===== src/rtl/pattern_scan_ctrl.sv =====
// Two-requester word scanner: round-robin grants a word, shifts it out MSB-first
// through a non-overlapping Mealy "1010" detector, then reports the match count.
module pattern_scan_ctrl #(
    parameter int WIDTH = 8,
    parameter int CNT_W = 4
) (
    input  logic             clk,
    input  logic             reset,
    input  logic             req0,
    input  logic [WIDTH-1:0] din0,
    input  logic             req1,
    input  logic [WIDTH-1:0] din1,
    output logic             gnt0,
    output logic             gnt1,
    output logic             busy,
    output logic             ser_bit,
    output logic             done,
    output logic             done_id,
    output logic [CNT_W-1:0] match_cnt
);
    localparam int IDX_W = (WIDTH > 1) ? $clog2(WIDTH) : 1;
    localparam logic [CNT_W-1:0] CNT_MAX = {CNT_W{1'b1}};
    localparam logic [IDX_W-1:0] IDX_TOP = IDX_W'(WIDTH - 1);

    typedef enum logic [1:0] {IDLE, SHIFT, REPORT} state_t;
    typedef enum logic [1:0] {S0, S1, S2, S3} det_t;

    state_t           state_reg;
    det_t             det_reg;
    det_t             det_next;
    logic             hit;
    logic [WIDTH-1:0] shift_reg;
    logic [IDX_W-1:0] idx_reg;
    logic [CNT_W-1:0] cnt_reg;
    logic             id_reg;
    logic             last_reg;     // requester served most recently
    logic             pick1;
    logic             grant_any;
    logic             cur_bit;

    assign cur_bit = shift_reg[WIDTH-1];

    // Round-robin choice: requester 1 wins only if alone or if 0 was served last.
    assign pick1     = req1 & (~req0 | ~last_reg);
    assign grant_any = (state_reg == IDLE) & ~reset & (req0 | req1);
    assign gnt1      = grant_any & pick1;
    assign gnt0      = grant_any & ~pick1;

    // Mealy 1010 detector transition; a match sends it back to S0 (no overlap).
    always_comb begin
        det_next = S0;
        hit      = 1'b0;
        case (det_reg)
            S0: det_next = cur_bit ? S1 : S0;
            S1: det_next = cur_bit ? S1 : S2;
            S2: det_next = cur_bit ? S3 : S0;
            S3: begin
                det_next = cur_bit ? S1 : S0;
                hit      = ~cur_bit;
            end
            default: det_next = S0;
        endcase
    end

    // Controller FSM with capture register, bit index, detector and match counter.
    always_ff @(posedge clk) begin
        if (reset) begin
            state_reg <= IDLE;
            det_reg   <= S0;
            shift_reg <= '0;
            idx_reg   <= IDX_TOP;
            cnt_reg   <= '0;
            id_reg    <= 1'b0;
            last_reg  <= 1'b1;
        end else begin
            case (state_reg)
                IDLE: begin
                    if (req0 | req1) begin
                        shift_reg <= pick1 ? din1 : din0;
                        idx_reg   <= IDX_TOP;
                        cnt_reg   <= '0;
                        det_reg   <= S0;
                        id_reg    <= pick1;
                        last_reg  <= pick1;
                        state_reg <= SHIFT;
                    end
                end
                SHIFT: begin
                    shift_reg <= {shift_reg[WIDTH-2:0], 1'b0};
                    det_reg   <= det_next;
                    if (hit && cnt_reg != CNT_MAX)
                        cnt_reg <= cnt_reg + 1'b1;
                    idx_reg <= idx_reg - 1'b1;
                    if (idx_reg == '0)
                        state_reg <= REPORT;
                end
                REPORT: begin
                    det_reg   <= S0;
                    state_reg <= IDLE;
                end
                default: state_reg <= IDLE;
            endcase
        end
    end

    // Status outputs decode the registered state; all forced low while reset is high.
    assign busy      = ~reset & (state_reg != IDLE);
    assign ser_bit   = ~reset & (state_reg == SHIFT) & cur_bit;
    assign done      = ~reset & (state_reg == REPORT);
    assign done_id   = ~reset & id_reg;
    assign match_cnt = reset ? '0 : cnt_reg;

endmodule


===== config.mk =====
export PLATFORM = sky130hd
export DESIGN_NAME = pattern_scan_ctrl
export DESIGN_NICKNAME = d
export VERILOG_FILES = /design/src/rtl/pattern_scan_ctrl.sv
export SDC_FILE = /design/constraint.sdc
export NUM_CORES = 1
export LEC_CHECK = 0
export CAP_MARGIN = 20
export CELL_PAD_IN_SITES_DETAIL_PLACEMENT = 0
export CELL_PAD_IN_SITES_GLOBAL_PLACEMENT = 2
export CORE_MARGIN = 8
export CORE_UTILIZATION = 28
export CTS_CLUSTER_DIAMETER = 60
export CTS_CLUSTER_SIZE = 28
export DETAILED_ROUTE_END_ITERATION = 10
export PLACE_DENSITY_LB_ADDON = 0.1
export SLEW_MARGIN = 20
export SYNTH_ARGS = -nofsm -noshare
export SYNTH_HDL_FRONTEND = slang
export SYNTH_SLANG_ARGS = --single-unit
export TNS_END_PERCENT = 10

===== constraint.sdc =====
create_clock -name clk -period 1.7 [get_ports clk]
set_clock_uncertainty 0.1 [all_clocks]
set_input_delay 0.255 -clock clk [delete_from_list [all_inputs] [get_ports clk]]
set_output_delay 0.255 -clock clk [all_outputs]
set_load 0.1 [all_outputs]

==> results.toml <==
[outcome]
outcome = "finished clean"

[placement]
dp_slack_ns = -0.150
port_buffers = 29
dp_hpwl_mm = 2.49
gp_congestion = 0.737
dp.cells = 221

[grt]
busiest_layer = "met2"
grt_pass1_wl_mm = 5.25
antenna_found_initial = 0
grt-ovfl-total = 0
grt_util_met1_pct = 11.5
first_global_vias = 1162
grt_start_max_net_pins = 14
grtUsageMet3_pct = 2.68
grt.total_usage_pct = 10.1
grt_use_met2_pct = 18.4

[clock_network]
cts_tree = "yes"
clock_latency_ns = 0.26
cts_root_buf = "clkbuf_8"
ctsHoldBuffers = 0
clock_path_buffers = 2
clkSinkCount = 21
htree_levels = 1
cts_buffers = 3
clk_pin_slew_ns = 0.08

[worst_setup_path]
r2r_start = "cnt_reg[0]"
setup.worst_path.start_class = "register"
path_max_fanout = 10
crit_type = "reg2out"
cp_data_required_time_ns = 1.34
setup.worst_path.start = "state_reg[1]"
cp-end-kind = "output port"
arrival_ns = 1.28

[logic_synthesis]
netlist_area_mm2 = 0.00116
synth_cells = 132
yosysTopAreaCell = "dfxtp_1"
synth-seq-area-share_pct = 36.2
ys_ff_latch = 21
synth_cell_types = 41
synth_edf_count = 0
synthFlopType = "dfxtp_1"
netlist_top_cells_count = "21 x dfxtp_1, 16 x nand2_1, 11 x a21oi_1"
synth_area_per_cell_um2 = 8.79
yosys_warnings = 0
synth_nets = 155
synth.area.top_cells = "dfxtp_1 36%, mux2_2 8.7%, nand2_1 5.2%"
async_flop_share_pct = 0
synth_top_area_share_pct = 36.2
synth.most_common_cell = "dfxtp_1"

[timing]
layout_setup_ws_ns = 0.0661
timing.hold.ws_ns = 0.374
rsz0062_at_grt = "false"
drv_slew = 0
setup_viol = 0
fmax_mhz = 612
tightest_slew_ns = 0.322
period_minus_slack_ns = 1.63
fin_crit_sh_pct = 96.1
final.setup.tns_ns = 0
hold_viol_final = 0
slew_headroom_pct = 78.5

[detailed_routing]
drtPass1Iterations = 4
ant_nets = 0
drtIter0Drc = 37
drt_wl_total_mm = 3.15
vias = 1099
via_per_inst = 4.84
avgRoutedWirePerCell_um = 13.9
drc = 0

[floorplan]
rows = 23
dieArea_mm2 = 0.00646
core_mm2 = 0.00400
die_h_um = 80.4
ios = 30
start_util_pct = 29.0
die_w_um = 80.4

[layout]
drive_gt1_share_pct = 36.2
utilization_pct = 45.4
diodes = 0
instances_no_fill = 227
area_growth_pct = 56.7
largest_register_ffs = 8
nets = 201

[min_path]
hold_start = "reset"
hold_path.class = "in2reg"

[pwr]
peakVddDrop_uv = 323
leakage_nw = 0.754
p_per_area_mw_per_mm2 = 653

[run]
cap_viol_max_count = 0
==> per-stage QoR <==
stage                     instance area (µm²)  power [mW]
after floorplan                          1200       0.732
after global placement                   1750       0.867
after detailed placement                 1750       0.872
after CTS                                1810        1.21
after global routing                     1820        1.25
final                                    1820        1.19
==> final timing paths <==
check        cells past startpoint      endpoint  slack (ns)
max                              4          gnt0        0.07
min                              2  state_reg[0]        0.37
max reg2reg                      5    cnt_reg[1]        0.12
min reg2reg                      2  shift_reg[0]        0.39
==> layer usage <==
layer	up-vias	wire length, µm
met1	513	1390
met3	2	131
met4	0	17
met2	23	1610
li1	561	-
met5	-	0
==> worst max-delay path: stages (launching register included) <==
cell and delay (ns):
dfxtp_4 0.39, nor2_4 0.15, nand2_1 0.11, nor3_4 0.17
buf_12 0.20
==> placed cells by master (no fill, tap or decap), drive strengths merged, types with 3 or more instances in the layout <==
master,instances
buf,29
dfxtp,21
nand2,16
clkdlybuf4s50,16
a21oi,12
nor2,10
mux2,9
a22oi,7
inv,6
nor2b,6
nor3,4
o21ai,4
nand3,3
ha,3
clkbuf,3
dlygate4sd2,3
==> kinds of logic after synthesis <==
kind of cell / share of synthesized area (%)
adder cells (fa/ha/maj): 3.24
multiplexers: 8.74
AO/OA/AOI/OAI: 21.1
flip-flops: 36.2
AND/OR/NAND/NOR: 25.0
buffers and inverters: 5.61
==> where the power goes <==
part           internal, mW  switching (mW)  total (mW)
sequential            0.517          0.0211       0.538
combinational         0.161           0.161       0.322
clock                 0.163           0.165       0.328
total                 0.840           0.347        1.19
==> layout make-up <==
class | instances | area (µm²)
Fill cell | 382 | 2180
Multi-Input combinational cell | 98 | 718
Timing Repair Buffer | 48 | 542
Sequential cell | 21 | 427
Tap cell | 50 | 62.6
Clock buffer | 3 | 41.3
Inverter | 6 | 22.5
Clock inverter | 1 | 5.00
==> repair_timing <==
item,in CTS,in global routing
gates resized for setup,4,3
pin swaps,2,0
buffers inserted,2,0
hold endpoints to repair,0,0
setup endpoints to repair,8,2
Note: power is estimated with default switching activity, not from simulation.
